## config.mk

```make
export PLATFORM = sky130hd
export DESIGN_NAME = monitor_regbank
export DESIGN_NICKNAME = d
export VERILOG_FILES = /design/src/rtl/monitor_regbank.sv
export SDC_FILE = /design/constraint.sdc
export NUM_CORES = 1
export LEC_CHECK = 0
export CAP_MARGIN = 20
export CORE_MARGIN = 1
export CORE_UTILIZATION = 45
export DETAILED_ROUTE_END_ITERATION = 10
export PLACE_DENSITY = 0.7
export REMOVE_ABC_BUFFERS = 1
export SLEW_MARGIN = 10
export SYNTH_ARGS = -nofsm -noshare
export SYNTH_HDL_FRONTEND = slang
export SYNTH_SLANG_ARGS = --single-unit
```

## constraint.sdc

```tcl
create_clock -name clk50 -period 3.4 [get_ports clk50]
set_clock_uncertainty 0.15 [all_clocks]
set_input_delay 0.68 -clock clk50 [delete_from_list [all_inputs] [get_ports clk50]]
set_output_delay 0.68 -clock clk50 [all_outputs]
set_load 0.01 [all_outputs]
```

## src/rtl/monitor_regbank.sv

```systemverilog
// rtl/monitor_regbank.sv - UART command register bank; MONITOR_REGBANK_CHECKSUM_EN adds checksum bytes
module monitor_regbank #(
  parameter int N_RW           = 5,
  parameter int N_RO           = 3,
  parameter int REG_BYTES      = 4,
  parameter int TIMEOUT_CYCLES = 50000
) (
  input  logic                          clk50,
  input  logic                          reset_n,
  input  logic                          rx_valid,
  input  logic [7:0]                    rx_data,
  output logic [7:0]                    tx_data,
  output logic                          tx_valid,
  input  logic                          tx_ready,
  output logic [N_RW*8*REG_BYTES-1:0]   rw_regs,
  input  logic [N_RO*8*REG_BYTES-1:0]   ro_regs,
  output logic [N_RW-1:0]               reg_wr_stb,
  output logic                          busy,
  output logic [7:0]                    err_count
);
  localparam int         W        = 8 * REG_BYTES;
  localparam int         RO_BASE  = 128 - N_RO;
  localparam logic [7:0] ACK      = 8'hA5;
  localparam logic [7:0] NAK      = 8'h5A;
  localparam logic [7:0] N_RW_B   = 8'(N_RW);
  localparam logic [7:0] RB_B     = 8'(REG_BYTES);
  localparam logic [7:0] RO_B     = 8'(RO_BASE);
  localparam logic [31:0] TMO_MAX = 32'(TIMEOUT_CYCLES - 1);

  typedef enum logic [2:0] {
    IDLE, LEN, WDATA, RDATA, RESP
`ifdef MONITOR_REGBANK_CHECKSUM_EN
    , WCHK, RCHK
`endif
  } state_t;

  state_t        state, state_n;
  logic [7:0]    cmd, len, cnt, nxt_byte;
  logic [W-1:0]  wbuf, wbuf_n, wsrc, snap, rd_src;
  logic [31:0]   tmo;
  logic          resp_nak;
  logic [7:0]    id8;
  logic          wr_ok, rd_id_ok, last_byte, tx_fire, in_rx_wait, timeout, do_write;
`ifdef MONITOR_REGBANK_CHECKSUM_EN
  logic [7:0]    chk;
`endif

  assign id8       = {1'b0, cmd[6:0]};
  assign wr_ok     = (id8 < N_RW_B) && (len <= RB_B);
  assign rd_id_ok  = (id8 < N_RW_B) || (id8 >= RO_B);
  assign last_byte = (cnt == len - 8'd1);
  assign tx_fire   = tx_valid && tx_ready;
  assign busy      = (state != IDLE);
`ifdef MONITOR_REGBANK_CHECKSUM_EN
  assign in_rx_wait = (state == LEN) || (state == WDATA) || (state == WCHK);
  assign do_write   = (state == WCHK) && rx_valid && wr_ok && (rx_data == chk);
  assign wsrc       = wbuf;
`else
  assign in_rx_wait = (state == LEN) || (state == WDATA);
  assign do_write   = (state == WDATA) && rx_valid && last_byte && wr_ok;
  assign wsrc       = wbuf_n;
`endif
  assign timeout = in_rx_wait && !rx_valid && (tmo == TMO_MAX);

  // Select the register addressed by the current command for a read
  always_comb begin
    rd_src = '0;
    for (int k = 0; k < N_RW; k++)
      if (id8 == 8'(k)) rd_src = rw_regs[W*k +: W];
    for (int k = 0; k < N_RO; k++)
      if (id8 == 8'(RO_BASE + k)) rd_src = ro_regs[W*k +: W];
  end

  // Staging buffer with the incoming payload byte merged at its position
  always_comb begin
    wbuf_n = wbuf;
    for (int b = 0; b < REG_BYTES; b++)
      if (cnt == 8'(b)) wbuf_n[8*b +: 8] = rx_data;
  end

  // Next snapshot byte to present once the current one is accepted
  always_comb begin
    nxt_byte = '0;
    for (int b = 0; b < REG_BYTES; b++)
      if (cnt + 8'd1 == 8'(b)) nxt_byte = snap[8*b +: 8];
  end

  // State register
  always_ff @(posedge clk50 or negedge reset_n) begin
    if (!reset_n) state <= IDLE;
    else          state <= state_n;
  end

  // Next-state decode
  always_comb begin
    state_n = state;
    case (state)
      IDLE:  if (rx_valid) state_n = LEN;
      LEN: begin
        if (timeout) state_n = IDLE;
        else if (rx_valid) begin
          if (rx_data == 8'd0)                     state_n = RESP;
          else if (cmd[7])                         state_n = WDATA;
          else if (rd_id_ok && (rx_data <= RB_B))  state_n = RDATA;
          else                                     state_n = RESP;
        end
      end
      WDATA: begin
        if (timeout) state_n = IDLE;
`ifdef MONITOR_REGBANK_CHECKSUM_EN
        else if (rx_valid && last_byte) state_n = WCHK;
      end
      WCHK: begin
        if (timeout) state_n = IDLE;
        else if (rx_valid) state_n = RESP;
      end
      RDATA: if (tx_fire && last_byte) state_n = RCHK;
      RCHK:  if (tx_fire) state_n = IDLE;
`else
        else if (rx_valid && last_byte) state_n = RESP;
      end
      RDATA: if (tx_fire && last_byte) state_n = IDLE;
`endif
      RESP:  if (tx_fire) state_n = IDLE;
      default: state_n = IDLE;
    endcase
  end

  // Command capture, payload staging, transmit byte sequencing, register writes and error count
  always_ff @(posedge clk50 or negedge reset_n) begin
    if (!reset_n) begin
      cmd        <= '0;
      len        <= '0;
      cnt        <= '0;
      wbuf       <= '0;
      snap       <= '0;
      tmo        <= '0;
      resp_nak   <= 1'b0;
      tx_data    <= '0;
      tx_valid   <= 1'b0;
      rw_regs    <= '0;
      reg_wr_stb <= '0;
      err_count  <= '0;
`ifdef MONITOR_REGBANK_CHECKSUM_EN
      chk        <= '0;
`endif
    end else begin
      reg_wr_stb <= '0;
      if (rx_valid || !in_rx_wait) tmo <= '0;
      else                         tmo <= tmo + 32'd1;
      if (timeout && (err_count != 8'hFF)) err_count <= err_count + 8'd1;
      case (state)
        IDLE: if (rx_valid) begin
          cmd <= rx_data;
`ifdef MONITOR_REGBANK_CHECKSUM_EN
          chk <= rx_data;
`endif
        end
        LEN: if (rx_valid) begin
          len  <= rx_data;
          cnt  <= '0;
          wbuf <= '0;
`ifdef MONITOR_REGBANK_CHECKSUM_EN
          chk  <= chk ^ rx_data;
`endif
          if (state_n == RDATA) begin
            snap     <= rd_src;
            tx_data  <= rd_src[7:0];
            tx_valid <= 1'b1;
`ifdef MONITOR_REGBANK_CHECKSUM_EN
            chk      <= rd_src[7:0];
`endif
          end
        end
        WDATA: if (rx_valid) begin
          wbuf <= wbuf_n;
          cnt  <= cnt + 8'd1;
`ifdef MONITOR_REGBANK_CHECKSUM_EN
          chk  <= chk ^ rx_data;
`endif
        end
        RDATA: if (tx_fire) begin
          cnt <= cnt + 8'd1;
          if (!last_byte) begin
            tx_data <= nxt_byte;
`ifdef MONITOR_REGBANK_CHECKSUM_EN
            chk     <= chk ^ nxt_byte;
`endif
          end else begin
`ifdef MONITOR_REGBANK_CHECKSUM_EN
            tx_data <= chk;
`else
            tx_valid <= 1'b0;
`endif
          end
        end
`ifdef MONITOR_REGBANK_CHECKSUM_EN
        RCHK: if (tx_fire) tx_valid <= 1'b0;
`endif
        RESP: if (tx_fire) begin
          tx_valid <= 1'b0;
          if (resp_nak && (err_count != 8'hFF)) err_count <= err_count + 8'd1;
        end
        default: ;
      endcase
      if ((state_n == RESP) && (state != RESP)) begin
        tx_valid <= 1'b1;
        tx_data  <= do_write ? ACK : NAK;
        resp_nak <= !do_write;
      end
      for (int k = 0; k < N_RW; k++) begin
        if (do_write && (id8 == 8'(k))) begin
          rw_regs[W*k +: W] <= wsrc;
          reg_wr_stb[k]     <= 1'b1;
        end
      end
    end
  end
endmodule

```

==> impl_summary.txt <==
----------------------------------------------------
[Run status]
  Result of the run ... complete, no violations

[Placed design]
  Sum of net half-perimeters after detailed placement ... 35600 um
  Number of I/O port buffers ... 290
  DP Area ... 19400 sq um
  Pre-CTS WS ... 142 ps
  RD Place Congestion ... 0.912
  Cell count after placement ... 2148

[Global route]
  Vias in the first global route ... 13.2k
  Sum of overflow across all layers after global routing ... 0
  Overall routing resource usage ... 0.290
  Wire length of the first global-routing pass ... 79400 um
  Largest net degree at the start of global routing ... 75
  Initial antenna violation count ... 2

[Yosys]
  Primary FF master, synth ... dfrtp_1
  Register bit count reported by yosys ... 306
  Ys async rst share ... 1.00
  Count of flip-flops with a built-in enable after synthesis ... 0
  Gate count after technology mapping ... 1431
  Mapped Area ... 15600 sq um
  Number of warnings issued by yosys ... 0
  Register area share after synthesis ... 0.490
  Synthesized area per cell ... 10.9 sq um
  Count of different cell masters after synthesis ... 72

[Run]
  Max-cap violations ... 0

[Timing]
  Final Slew Violations ... 0
  Final Cycle Share ... 0.947
  Minimum clock period after layout ... 3220 ps
  Worst-Margin Slew ... 1030 ps
  Hold_ws ... 18.6 ps
  Setup repair after global routing missed its margin ... no
  Headroom to the max-slew limit ... 0.316
  Hold Vio Cnt, Final ... 0
  Setup ws final ... 181 ps
  Setup-failing EPs final ... 0
  Achievable frequency ... 311 MHz

[Worst setup path]
  CP max stage delay ... 510 ps
  Largest delay share family, worst path ... simple AND/OR/NAND/NOR gates
  Worst Path Max Fanout ... 16
  Cell type of the slowest stage on the worst timing path ... or4_1
  Critical path data required time ... 3650 ps
  Type of element launching the critical path ... flop
  Critical path capture point type ... flop
  Critical path data arrival time ... 3460 ps
  Count of buffer and inverter cells on the critical path ... 2
  CP Cell Sequence ... or4_1 > or3_4 > a2111oi_2 > and4b_1 > buf_12 > nand3_4 > buf_4 > mux2_1
  Start-to-end type of the worst setup path ... flop to flop

[Final layout]
  Proportion of layout cells with a drive suffix above 1 ... 0.173
  Number of fill cells in the layout ... 2735
  Core Util, Final ... 0.606
  Area used by multi-input combinational logic ... 7370 sq um
  Sequential cell area in the final layout ... 7660 sq um
  Post-route insts no fill ... 2211
  Net count of the finished layout ... 1853
  Area of all placed cells without fillers ... 20500 sq um
  Area Growth Syn to Fin ... 31.5%

[Power]
  Pleak ... 0.00896 uW
  IR drop worst, VDD ... 0.496 mV
  Power per unit of standard cell area ... 563 nW/um^2

[Floorplanning]
  Core footprint ... 33900 sq um
  Floorplan die area ... 35500 sq um
  Total number of placement rows ... 67
  Height of the die ... 188 um
  I/O pin count ... 291
  Chip width ... 188 um
  Initial Utilization ... 0.461

[CTS]
  TritonCTS clock tree ... built
  Post-CTS sizing ... 0
  TritonCTS Buffers ... 34
  Post-cts hold buffer count ... 0
  CTS max path bufs ... 3
  Clock tree sinks ... 306
  Worst skew pair latency ... 520 ps
  Buffers inserted by post-CTS timing repair ... 0
  Root Buffer ... clkbuf_16
  Clock Pin Slew Worst Setup and Hold Paths ... 60 ps
  Number of H-tree levels ... 2

[Route]
  Count of nets left with antenna violations after detail routing ... 0
  Post-detailed-routing wire length ... 51300 um
  First-pass detailed-route iteration total ... 5
  DRC violations left ... 0
  Wire per inst ... 23.2 um
  Starting DRC count in detailed routing ... 1172
  Detailed-route vias per instance ... 5.87
  Total via count after detailed routing ... 13.0k

[Hold path]
  Hold WC Path Type ... primary input to asynchronous set/reset pin

----------------------------------------------------
kinds of logic (layout without fill, tap and decap cells):
family	count (synthesis)	after routing	synth area share
muxes	225	225	0.186
xor gates and xnor gates	43	43	0.0241
buffers and inverters	147	477	0.0401
adders and majority gates	9	9	0.00721
and+or+nand+nor	372	372	0.122
other	0	2	0
AOI/OAI and AO/OA	329	329	0.131
DFF	306	306	0.490
layer usage:
layer  vias up  track usage  routed length, um
li1       5819            -                  -
met1      6523        0.388              21100
met2       524        0.468              24300
met3       105       0.0600               4050
met4         2        0.105               1810
met5         -            0                 13
flip-flops by register name, summed over array words and instances (netlist names):
name and cells:
rw_regs 160, snap 32, tmo 32, wbuf 32, cmd 8, cnt 8
err_count 8, len 8, tx_data 8, reg_wr_stb 5, state 3, resp_nak 1
tx_valid 1
worst paths after layout:
check / cells past startpoint / slack [ps] / end / from
worst max-delay path: 8 / 180 / rw_regs[118] / len[2]
worst min-delay path: 1 / 20 / err_count[2] / reset_n
worst max register to register: 8 / 180 / rw_regs[118] / len[2]
worst min register to register: 2 / 330 / snap[20] / snap[20]
max in group asynchronous: 2 / 2260 / snap[2] / reset_n
min in group clk50: 2 / 330 / snap[20] / snap[20]
synth_stat cells (24+ instances only):
| master | instances | area [sq um] |
|---|---|---|
| mux4_2 | 24 | 541 |
| inv_1 | 54 | 203 |
| clkbuf_1 | 69 | 259 |
| mux2_4 | 30 | 450 |
| a21oi_1 | 42 | 210 |
| nor2_1 | 65 | 244 |
| xor2_1 | 24 | 210 |
| nand2_1 | 108 | 405 |
| nand3_1 | 59 | 295 |
| mux2_2 | 96 | 1080 |
| a22oi_1 | 36 | 270 |
| o21ai_0 | 163 | 816 |
| mux2_1 | 63 | 709 |
| dfrtp_1 | 306 | 7660 |
area by class of cell:
type / instances / area share
tap: 448 / 0.0273
clock buffer: 49 / 0.0486
inverter: 54 / 0.00987
antenna: 2 / 0.000244
sequential: 306 / 0.373
timing repair buffer: 362 / 0.173
clock inverter: 12 / 0.00817
multi-input combinational: 978 / 0.359
cells in the final DEF (no fill, tap or decap), types with 12 or more instances in the layout:
cell type,count
o21ai_0,163
clkdlybuf4s50_1,289
dfrtp_1,304
nor3_1,18
mux4_2,24
clkbuf_16,35
a21oi_1,42
nor4_1,14
xor2_1,24
buf_4,63
nand2_1,107
or3_1,20
inv_1,54
a22oi_1,36
nand4_1,20
o211ai_1,15
xnor2_1,19
nand3_1,58
mux2i_1,12
mux2_1,63
mux2_2,96
mux2_4,30
nor2_1,63
where the power goes:
group | switching, uW | internal, uW | leakage (uW)
Clock | 1510 | 2290 | 0.000558
Combinational | 2030 | 1380 | 0.00420
Sequential | 385 | 3970 | 0.00420
Total | 3930 | 7630 | 0.00896
through the flow:
| step | power [uW] | setup TNS [ps] |
|---|---|---|
| final | 11600 | 0 |
| after global routing | 12100 | 0 |
| after CTS | 11600 | 0 |
| after detailed placement | 7780 | 0 |
| after global placement | 7700 | 0 |
| after floorplan | 6290 | -174080 |
Note: power is estimated with default switching activity, not from simulation.
